===== src/rtl/chaos_chk_pkg.sv =====
// Shared types and helpers for the chaos checkpoint monitor: FSM states,
// default parameters and the masked compare used by every stage.
package chaos_chk_pkg;

  typedef enum logic [1:0] {IDLE, ARMED, PASS, FAIL} chk_state_e;

  localparam int CHK_WIDTH      = 16;
  localparam int CHK_DEPTH      = 8;
  localparam int CHK_TMO_W      = 24;
  localparam int CHK_STABLE_CYC = 4;
  // widest observation bus the compare helper handles
  localparam int CHK_MAX_W      = 64;

  function automatic logic chk_match(input logic [CHK_MAX_W-1:0] obs,
                                     input logic [CHK_MAX_W-1:0] exp_v,
                                     input logic [CHK_MAX_W-1:0] mask);
    return ((obs ^ exp_v) & mask) == '0;
  endfunction

endpackage


===== src/rtl/chaos_checkpoint_monitor_if.sv =====
// Table-load, control, observation and status bundle of the checkpoint monitor.
interface chaos_chk_if #(
  parameter int WIDTH = 16,
  parameter int DEPTH = 8,
  parameter int TMO_W = 24
);
  localparam int IDX_W = $clog2(DEPTH);
  localparam int NS_W  = $clog2(DEPTH + 1);

  logic             load_en;
  logic [IDX_W-1:0] load_idx;
  logic [WIDTH-1:0] load_data;
  logic [WIDTH-1:0] load_mask;
  logic [NS_W-1:0]  num_stages;
  logic [TMO_W-1:0] tmo_limit;
  logic             start;
  logic             abort;
  logic [WIDTH-1:0] obs;
  logic             busy;
  logic             pass;
  logic             fail;
  logic [NS_W-1:0]  stage;
  logic [NS_W-1:0]  fail_stage;
  logic             stage_hit;

  modport master (
    output load_en, load_idx, load_data, load_mask, num_stages, tmo_limit,
           start, abort, obs,
    input  busy, pass, fail, stage, fail_stage, stage_hit
  );

  modport slave (
    input  load_en, load_idx, load_data, load_mask, num_stages, tmo_limit,
           start, abort, obs,
    output busy, pass, fail, stage, fail_stage, stage_hit
  );
endinterface


===== src/rtl/chaos_chk_stable.sv =====
// Match qualification filter. With CHAOS_CHK_STABLE_EN a match must hold for
// STABLE_CYC consecutive cycles; otherwise match_in passes straight through.
module chaos_chk_stable #(
  parameter int STABLE_CYC = 4
) (
  input  logic clock,
  input  logic reset,
  input  logic clr,
  input  logic match_in,
  output logic match_q
);
`ifdef CHAOS_CHK_STABLE_EN
  localparam int SC_W = $clog2(STABLE_CYC + 1);

  logic [SC_W-1:0] run;

  // run counts prior consecutive matching cycles, saturating at the threshold
  always_ff @(posedge clock or posedge reset) begin
    if (reset)                 run <= '0;
    else if (clr || !match_in) run <= '0;
    else if (!match_q)         run <= run + 1'b1;
  end

  assign match_q = match_in && (run >= SC_W'(STABLE_CYC - 1));
`else
  logic unused_ok;
  assign unused_ok = ^{clock, reset, clr, (STABLE_CYC > 0)};
  assign match_q   = match_in;
`endif
endmodule


===== src/rtl/chaos_checkpoint_monitor.sv =====
// Ordered checkpoint sequencer: walks a table of masked expected values against
// the observation bus with a per-stage timeout. Optional CHAOS_CHK_STABLE_EN.
module chaos_checkpoint_monitor
  import chaos_chk_pkg::*;
#(
  parameter int WIDTH      = CHK_WIDTH,
  parameter int DEPTH      = CHK_DEPTH,
  parameter int TMO_W      = CHK_TMO_W,
  parameter int STABLE_CYC = CHK_STABLE_CYC
) (
  input  logic        clock,
  input  logic        reset,
  chaos_chk_if.slave  bus
);
  localparam int IDX_W = $clog2(DEPTH);
  localparam int NS_W  = $clog2(DEPTH + 1);

  chk_state_e       state, state_n;
  logic [WIDTH-1:0] exp_tab  [DEPTH];
  logic [WIDTH-1:0] mask_tab [DEPTH];
  logic [WIDTH-1:0] obs_q;
  logic [NS_W-1:0]  stage, stage_n, ns_q, ns_n, fstage, fstage_n;
  logic [TMO_W-1:0] tmo_q, tmo_n, cnt, cnt_n;
  logic             hit, hit_n, match_raw, match_q;

  always_ff @(posedge clock or posedge reset) begin
    if (reset) begin
      for (int i = 0; i < DEPTH; i++) begin
        exp_tab[i]  <= '0;
        mask_tab[i] <= '1;
      end
    end else if (bus.load_en && state != ARMED) begin
      exp_tab[bus.load_idx]  <= bus.load_data;
      mask_tab[bus.load_idx] <= bus.load_mask;
    end
  end

  // stage is only used as an index while ARMED, where it is below num_stages
  assign match_raw = (state == ARMED) &&
                     chk_match(CHK_MAX_W'(obs_q),
                               CHK_MAX_W'(exp_tab[stage[IDX_W-1:0]]),
                               CHK_MAX_W'(mask_tab[stage[IDX_W-1:0]]));

  chaos_chk_stable #(.STABLE_CYC(STABLE_CYC)) u_stable (
    .clock    (clock),
    .reset    (reset),
    .clr      ((state != ARMED) || match_q),
    .match_in (match_raw),
    .match_q  (match_q)
  );

  always_ff @(posedge clock or posedge reset) begin
    if (reset) begin
      state  <= IDLE;
      obs_q  <= '0;
      stage  <= '0;
      ns_q   <= '0;
      tmo_q  <= '0;
      cnt    <= '0;
      fstage <= '0;
      hit    <= 1'b0;
    end else begin
      state  <= state_n;
      obs_q  <= bus.obs;
      stage  <= stage_n;
      ns_q   <= ns_n;
      tmo_q  <= tmo_n;
      cnt    <= cnt_n;
      fstage <= fstage_n;
      hit    <= hit_n;
    end
  end

  always_comb begin
    state_n  = state;
    stage_n  = stage;
    ns_n     = ns_q;
    tmo_n    = tmo_q;
    cnt_n    = cnt;
    fstage_n = fstage;
    hit_n    = 1'b0;
    if (bus.abort) begin
      state_n  = IDLE;
      stage_n  = '0;
      cnt_n    = '0;
      fstage_n = '0;
    end else begin
      case (state)
        ARMED: begin
          // a match on the timeout cycle still advances
          if (match_q) begin
            hit_n   = 1'b1;
            cnt_n   = '0;
            stage_n = stage + 1'b1;
            if (stage == ns_q - 1'b1) state_n = PASS;
          end else if (tmo_q != '0 && cnt == tmo_q) begin
            state_n  = FAIL;
            fstage_n = stage;
          end else begin
            cnt_n = cnt + 1'b1;
          end
        end
        default: begin
          if (bus.start) begin
            ns_n     = bus.num_stages;
            tmo_n    = bus.tmo_limit;
            stage_n  = '0;
            cnt_n    = '0;
            fstage_n = '0;
            if (bus.num_stages == '0 || bus.num_stages > NS_W'(DEPTH)) state_n = FAIL;
            else                                                       state_n = ARMED;
          end
        end
      endcase
    end
  end

  assign bus.busy       = (state == ARMED);
  assign bus.pass       = (state == PASS);
  assign bus.fail       = (state == FAIL);
  assign bus.stage      = stage;
  assign bus.fail_stage = fstage;
  assign bus.stage_hit  = hit;

endmodule


===== src/flat_wrapper.sv =====
// flat-port wrapper written by rule: the top's interface ports become plain ports
module chaos_checkpoint_monitor_flat import chaos_chk_pkg::*;
#(
  parameter int WIDTH      = CHK_WIDTH,
  parameter int DEPTH      = CHK_DEPTH,
  parameter int TMO_W      = CHK_TMO_W,
  parameter int STABLE_CYC = CHK_STABLE_CYC
)
  (clock, reset, bus_load_en, bus_load_idx, bus_load_data, bus_load_mask, bus_num_stages, bus_tmo_limit, bus_start, bus_abort, bus_obs, bus_busy, bus_pass, bus_fail, bus_stage, bus_fail_stage, bus_stage_hit);
  chaos_chk_if #(.WIDTH(WIDTH), .DEPTH(DEPTH), .TMO_W(TMO_W)) bus_i ();
  input  logic clock;
  input  logic reset;
  input wire logic [$bits(bus_i.load_en)-1:0] bus_load_en;
  input wire logic [$bits(bus_i.load_idx)-1:0] bus_load_idx;
  input wire logic [$bits(bus_i.load_data)-1:0] bus_load_data;
  input wire logic [$bits(bus_i.load_mask)-1:0] bus_load_mask;
  input wire logic [$bits(bus_i.num_stages)-1:0] bus_num_stages;
  input wire logic [$bits(bus_i.tmo_limit)-1:0] bus_tmo_limit;
  input wire logic [$bits(bus_i.start)-1:0] bus_start;
  input wire logic [$bits(bus_i.abort)-1:0] bus_abort;
  input wire logic [$bits(bus_i.obs)-1:0] bus_obs;
  output wire logic [$bits(bus_i.busy)-1:0] bus_busy;
  output wire logic [$bits(bus_i.pass)-1:0] bus_pass;
  output wire logic [$bits(bus_i.fail)-1:0] bus_fail;
  output wire logic [$bits(bus_i.stage)-1:0] bus_stage;
  output wire logic [$bits(bus_i.fail_stage)-1:0] bus_fail_stage;
  output wire logic [$bits(bus_i.stage_hit)-1:0] bus_stage_hit;
  assign bus_i.load_en = bus_load_en;
  assign bus_i.load_idx = bus_load_idx;
  assign bus_i.load_data = bus_load_data;
  assign bus_i.load_mask = bus_load_mask;
  assign bus_i.num_stages = bus_num_stages;
  assign bus_i.tmo_limit = bus_tmo_limit;
  assign bus_i.start = bus_start;
  assign bus_i.abort = bus_abort;
  assign bus_i.obs = bus_obs;
  assign bus_busy = bus_i.busy;
  assign bus_pass = bus_i.pass;
  assign bus_fail = bus_i.fail;
  assign bus_stage = bus_i.stage;
  assign bus_fail_stage = bus_i.fail_stage;
  assign bus_stage_hit = bus_i.stage_hit;
  chaos_checkpoint_monitor #(.WIDTH(WIDTH), .DEPTH(DEPTH), .TMO_W(TMO_W), .STABLE_CYC(STABLE_CYC)) u_core (.clock(clock), .reset(reset), .bus(bus_i));
endmodule

===== config.mk =====
export PLATFORM = sky130hd
export DESIGN_NAME = chaos_checkpoint_monitor_flat
export DESIGN_NICKNAME = d
export VERILOG_FILES = /design/src/rtl/chaos_chk_pkg.sv /design/src/rtl/chaos_checkpoint_monitor_if.sv /design/src/rtl/chaos_chk_stable.sv /design/src/rtl/chaos_checkpoint_monitor.sv /design/src/flat_wrapper.sv
export SDC_FILE = /design/constraint.sdc
export NUM_CORES = 1
export LEC_CHECK = 0
export ABC_AREA = 0
export BUFFER_PORTS_ARGS = -buffer_cell sky130_fd_sc_hd__buf_4
export CORE_UTILIZATION = 55
export DETAILED_ROUTE_END_ITERATION = 8
export PLACE_DENSITY = 0.72
export SETUP_SLACK_MARGIN = 0.2
export SLEW_MARGIN = 5
export SYNTH_ARGS = -nofsm -noshare
export SYNTH_HDL_FRONTEND = slang
export SYNTH_SLANG_ARGS = --single-unit

===== constraint.sdc =====
create_clock -name clock -period 11.3 [get_ports clock]
set_input_delay 2.26 -clock clock [delete_from_list [all_inputs] [get_ports clock]]
set_output_delay 2.26 -clock clock [all_outputs]
set_load 0.02 [all_outputs]

Word-level counts from Yosys, hierarchy flattened
Cells that the tools add are included.

Flip-flop bits (word level): 335. Input port bits: 84. Output and inout port bits: 12. Logic and storage cells: 96.

Add/sub/neg operators: 3. $lt $le $gt $ge: 4. Eq/ne operators: 12. Multiplexer cells: 33. Bitwise operators: 6. Reduce and logical (&&, ||, !) cells: 14.

Operators by type and width (number): $bwmux 128 (2); $mux 24 (5); $bmux 16 s3 (2); $mux 16 (5); $and 64x16->64 (1); $logic_not 64->1 (1); $demux 16 s3 (1); $mux 4 (8); $add 24x1->24 const B (1); $eq 24x24->1 (1); $reduce_bool 24->1 (1); $xor 16x16->16 (1); $mux 2 (7); $reduce_and 3->1 (3); $ge 4x4->1 const B (2); $not 3->4 (2); $ne 3x2->1 const B (2); $add 4x1->4 const B (1); $eq 2x2->1 const B (2); $eq 4x4->1 (1); $gt 4x4->1 const B (1); $logic_and 1x1->1 (4); $logic_not 4->1 (1); $lt 4x1->1 const B (1); other kinds (12) (16).

Logic depth before layout (Yosys ltp)
Word-level depth: 11. Gate-level depth with buffers: 14. Depth with buffers taken out: 9.

Hierarchy
A second synthesis with hierarchy kept.

Cells, all modules: 1187. Area total of the unflattened synthesis: 15776.4 um2.

By module, submodules not included: chaos_checkpoint_monitor (instances 1, cells each 1186, area an instance 15768.9 um2, seq. area each 8543.2 um2); chaos_chk_stable (instances 1, cells each 1, area an instance 7.5 um2, seq. area each 0.0 um2).

Least setup slack after synthesis
OpenSTA, ideal clock, no wires.

Path type: input -> register. From: in bus_load_en. To: reg u_core.exp_tab[16] in the netlist's numbering. Setup time: 0.125 ns. Arrival time: 3.502 ns. Required time: 11.175 ns. Slack: 7.673 ns. Stages on the path: 6. Path buffers: 2. Cells stage by stage: nand2_1 > nor2_1 > and3_1 > clkbuf_1 > buf_1 > mux2_2.

Longest elaborated chain between the ends: 1.

RTL lines: start, declared (line flat_wrapper.sv:13) `input wire logic [$bits(bus_i.load_en)-1:0] bus_load_en;`; $logic_and 1x1->1 (line chaos_checkpoint_monitor.sv:32) `end else if (bus.load_en && state != ARMED) begin`; end signal, assigned by index (line chaos_checkpoint_monitor.sv:33) `exp_tab[bus.load_idx] <= bus.load_data;`; end, declared (line chaos_checkpoint_monitor.sv:19) `logic [WIDTH-1:0] exp_tab [DEPTH];`.

No other way between the ends. A chain may end at the register's enable or synchronous reset.

Final worst setup path
From: reg u_core.stage[1], in the netlist u_core.bus.stage[1]. To: reg u_core.stage[0], in the netlist u_core.bus.stage[0].

Longest elaborated chain between the ends: 10. Elaborated cells on any way between the ends: 13. Classes of those cells: eq/ne: 1; mux: 6; bitwise: 3; reduce/logical: 3.

RTL lines: start, declared (line chaos_checkpoint_monitor.sv:22) `logic [NS_W-1:0] stage, stage_n, ns_q, ns_n, fstage, fstage_n;`; start signal, assigned (line chaos_checkpoint_monitor.sv:65) `stage <= stage_n;`; $not 3->4 (not written as such) (*) (line chaos_checkpoint_monitor.sv:41, chaos_checkpoint_monitor.sv:42); $bmux 16 s3 (line chaos_checkpoint_monitor.sv:41) `CHK_MAX_W'(exp_tab[stage[IDX_W-1:0]]),`; $mux 16 (not written as such) (2 in a row) (line chaos_checkpoint_monitor.sv:41); $xor 16x16->16 (line chaos_chk_pkg.sv:17) `return ((obs ^ exp_v) & mask) == '0;`; $and 64x16->64 (*) (line chaos_chk_pkg.sv:17); $logic_not 64->1 (*) (line chaos_chk_pkg.sv:17); $logic_and 1x1->1 (*) (line chaos_checkpoint_monitor.sv:39) `assign match_raw = (state == ARMED) &&`; $ne 3x2->1 (no source line) (*); $reduce_and 2->1 (no source line) (*).

Mark *: on every way between the ends. The rest lies on a longest branch, timed or not. The select of a mux whose other input is x is not followed.

==> impl_metrics.toml <==
[timing]
hold_ws_ps = 500
final_report_hold_violation_count = 0
setup_viol = 0
period_share_pct = 39.1
max_slew.worst_pin.slew_ps = 1050
relSlewSlack_pct = 29.8
timing.clock.skew_ps = 26.3
rsz0062_at_grt = "no"
fin_setup_tns_ps = 0
slew_viol_final = 0
max_clock_freq_ghz = 0.227
finalCriticalPeriod_ps = 4410
final_critical_path_setup_slack_ps = 6890

[cts]
ctsRootBufferMaster = "sky130_fd_sc_hd__clkbuf_16"
clk_latency_ps = 540
tritoncts.num_buffers = 37
numClockSinks = 335
tritoncts = "built"
clock_path_buffers = 3
post_cts.resized_instances = 0
h-tree-depth = 2
cts.hold.buffers_added = 0
clk_pin_slew_ps = 60
post_cts.repair.setup_buffers = 0

[final_layout]
layout_common_cells = "288 x sky130_fd_sc_hd__mux2_2, 205 x sky130_fd_sc_hd__dfrtp_1, 128 x sky130_fd_sc_hd__dfstp_2"
insertedDiodeCount = 0
synthToLayoutAreaGrowth_pct = 13.7
layout.cells.most_common = "sky130_fd_sc_hd__mux2_2"
finalNonFillerCells = 1710
final_net_count = 1391
layout-drive-gt1-share_pct = 45.2

[placement]
gp_congestion = 0.805
dp_hpwl_um = 23300
dp_cells = 1643
buffer_ports.inserted = 95
detailedPlace.worstSlack_ps = 6930

[power_and_ir_drop]
pwr-share-seq_pct = 49.6
p_clk_share_pct = 32.9
p_total_w = 0.00349
netSwitchingPower_w = 0.000914
power_report.internal_total_w = 0.00258
power_density_nw_per_um2 = 193
combinationalPowerShare_pct = 17.5
worst_ir_drop_vdd_mv = 0.128
power_switching_share_pct = 26.2
power_leakage_nw = 7.50

[worst_setup_path]
rr_worst_depth = 10
timing.reg2reg.setup_slack_ps = 6890
list_of_cells_traversed_by_the_critical_path = "buf_4, mux2i_1, nor4_1, or4_1, or4_4, a2111oi_4, a211oi_4, buf_4, nand2b_1, mux2_2"
path_max_fanout = 71
critical-path-top-cell-by-count = "sky130_fd_sc_hd__buf_4"
cpMaxStageDelayCell = "sky130_fd_sc_hd__buf_4"
critical-path-top-delay-family = "simple AND/OR/NAND/NOR gates"
crit_required_ps = 11710
startpoint_type = "register"
critical-path-max-stage-delay_ps = 840
critical_path.n_buffers_inverters = 2
critical_path_class = "reg -> reg"
critical_path.endpoint_type = "register"
r2r-end = "u_core.bus.stage[0]$_DFFE_PP0P_"
cp.arrival_ps = 4820
timing.rr.start = "u_core.bus.stage[1]$_DFFE_PP0P_"

[synth]
avgSynthCellArea_um2 = 13.0
synth_area_um2 = 15900
post_synth_mux_area_share_pct = 24.3
synth_top_family_by_area = "multiplexers"
synth.yosys.seq_area_share_pct = 53.7
synth_adder_area_share_pct = 0.236
xor_xnor_portion_of_the_synthesized_cell_area_pct = 4.74
syn_inst = 1221
yosys_warnings = 0
synthArstFlopShare_pct = 100
netlist-cell-type-count = 71
synth_simple_gate_area_share_pct = 7.99
postSynth.topFlopCell = "sky130_fd_sc_hd__dfrtp_1"
synth_edf_count = 0
syn-num-nets = 1308
synth-compound-area-share_pct = 6.59
synth_seq_cells = 335

[floorplan]
fp.coreArea_um2 = 28100
ioPinCount = 96
die-height_um = 172
initial_utilization_pct = 56.6
chipWidth_um = 172
row_count = 61
design.die.area_um2 = 29600

[flow_run]
max_cap_violations = 0

[detailed_routing]
antenna_left = 0
detail_route.first_pass.iterations = 5
detail_route.wl_per_cell_um = 21.3
route.detailed.vias_per_inst = 5.96
routed_wl_um = 36500
drt-initial-drc-count = 674
vias = 10200
drc = 0

[global_routing]
grt_use_met1_pct = 35.5
global_route.overflow_total = 0
gr_peak_layer = "met2"
groute.layer.met3.usage_pct = 3.55
largest_net_degree_at_the_start_of_global_routing = 184
grt_pass1_wl_um = 57600
first_global_vias = 10300
globalRouteMet2Util_pct = 41.9
initial_antenna_violation_count = 0
grt_use_total_pct = 25.6

[status]
run_status = "finished, final reports clean"

[hold_path]
holdCritStartpoint = "u_core.exp_tab[1]$_DFFE_PP0P_"
hold-path-cell-count = 1
holdCritPathClass = "reg -> reg"
hold-path-endpoint = "u_core.exp_tab[1]$_DFFE_PP0P_"
metal layers:
metal | part of all wire, % | up-vias
li1 | - | 4645
met5 | 0 | -
met2 | 47 | 224
met1 | 46 | 5261
met3 | 4.1 | 64
met4 | 2.5 | 0
power groups by stage:
stage	clock network [W]	logic, W	registers [W]
floorplan	0	0.000476	0.00169
global placement	0	0.000593	0.00173
detailed placement	0	0.000611	0.00174
CTS	0.00117	0.000616	0.00173
global route	0.00122	0.000666	0.00176
finish	0.00115	0.000610	0.00173
state kept, by name, indices dropped and copies added, names as in the netlist:
signal	count
u_core.ns_q	4
u_core.state	2
u_core.tmo_q	24
u_core.bus.stage	4
u_core.cnt	24
u_core.mask_tab	128
u_core.bus.stage_hit	1
u_core.exp_tab	128
u_core.obs_q	16
u_core.bus.fail_stage	4
per-stage QoR:
| step | util (%) | instance area (µm²) |
|---|---|---|
| after global routing | 64.4 | 18100 |
| after CTS | 64.4 | 18100 |
| after global placement | 60.3 | 16900 |
| final | 64.4 | 18100 |
| after detailed placement | 60.3 | 16900 |
| after floorplan | - | 15900 |
synthesized netlist by cell type, types with 5 or more instances:
| library cell | instances | area (µm²) |
|---|---|---|
| sky130_fd_sc_hd__nor2_1 | 24 | 90.1 |
| sky130_fd_sc_hd__clkbuf_1 | 20 | 75.1 |
| sky130_fd_sc_hd__a31oi_1 | 13 | 81.3 |
| sky130_fd_sc_hd__xor2_1 | 74 | 648 |
| sky130_fd_sc_hd__nand4_1 | 7 | 43.8 |
| sky130_fd_sc_hd__o211ai_1 | 7 | 52.6 |
| sky130_fd_sc_hd__buf_1 | 27 | 101 |
| sky130_fd_sc_hd__mux2_2 | 288 | 3240 |
| sky130_fd_sc_hd__a21o_1 | 7 | 52.6 |
| sky130_fd_sc_hd__nand3_1 | 31 | 155 |
| sky130_fd_sc_hd__a221oi_1 | 9 | 78.8 |
| sky130_fd_sc_hd__o2bb2ai_1 | 6 | 52.6 |
| sky130_fd_sc_hd__and3_1 | 8 | 50.1 |
| sky130_fd_sc_hd__xnor2_1 | 12 | 105 |
| sky130_fd_sc_hd__nor4_1 | 22 | 138 |
| sky130_fd_sc_hd__dfstp_2 | 128 | 3360 |
| sky130_fd_sc_hd__nand2_1 | 63 | 236 |
| sky130_fd_sc_hd__and3b_1 | 6 | 52.6 |
| sky130_fd_sc_hd__a21oi_1 | 19 | 95.1 |
| sky130_fd_sc_hd__nor3_1 | 10 | 50.1 |
| sky130_fd_sc_hd__inv_1 | 16 | 60.1 |
| sky130_fd_sc_hd__buf_6 | 5 | 56.3 |
| sky130_fd_sc_hd__o221ai_1 | 5 | 43.8 |
| sky130_fd_sc_hd__nor3b_1 | 10 | 75.1 |
| sky130_fd_sc_hd__a22oi_1 | 8 | 60.1 |
| sky130_fd_sc_hd__nand4b_1 | 5 | 43.8 |
| sky130_fd_sc_hd__nand3b_1 | 11 | 82.6 |
| sky130_fd_sc_hd__dfrtp_1 | 207 | 5180 |
| sky130_fd_sc_hd__mux4_2 | 9 | 203 |
| sky130_fd_sc_hd__mux2i_1 | 42 | 420 |
| sky130_fd_sc_hd__nand2b_1 | 11 | 68.8 |
| sky130_fd_sc_hd__buf_2 | 10 | 50.1 |
| sky130_fd_sc_hd__o21ai_0 | 22 | 110 |
cell type report:
cell class | instances | area [µm²]
fillers | 2227 | 10000
well taps | 378 | 473
repair buffers | 111 | 846
clock inverters | 8 | 87.6
inverters | 17 | 67.6
multi-input cells | 802 | 7000
clock buffers | 59 | 1060
flip-flops and latches | 335 | 8550
cell families after synthesis:
logic type / Yosys count
multiplexers: 339
adder cells (fa/ha/maj): 3
flip-flops: 335
buffers and inverters: 84
AO/OA/AOI/OAI: 143
XOR/XNOR: 86
AND/OR/NAND/NOR: 231
worst max-delay path by stage:
stage / start / end / slack [ps] / cells after the start
after floorplan: reset / u_core.bus.fail_stage[0]$_DFFE_PP0P_ / 4670 / 1
after global placement: reset / u_core.bus.stage[1]$_DFFE_PP0P_ / 6920 / 4
after detailed placement: u_core.bus.stage[1]$_DFFE_PP0P_ / u_core.bus.stage[0]$_DFFE_PP0P_ / 6930 / 10
after CTS: u_core.bus.stage[1]$_DFFE_PP0P_ / u_core.bus.stage[0]$_DFFE_PP0P_ / 6910 / 10
after global routing: u_core.bus.stage[1]$_DFFE_PP0P_ / u_core.bus.stage[0]$_DFFE_PP0P_ / 6710 / 10
final: u_core.bus.stage[1]$_DFFE_PP0P_ / u_core.bus.stage[0]$_DFFE_PP0P_ / 6890 / 10
No activity file was read; power rests on OpenSTA's default activity.
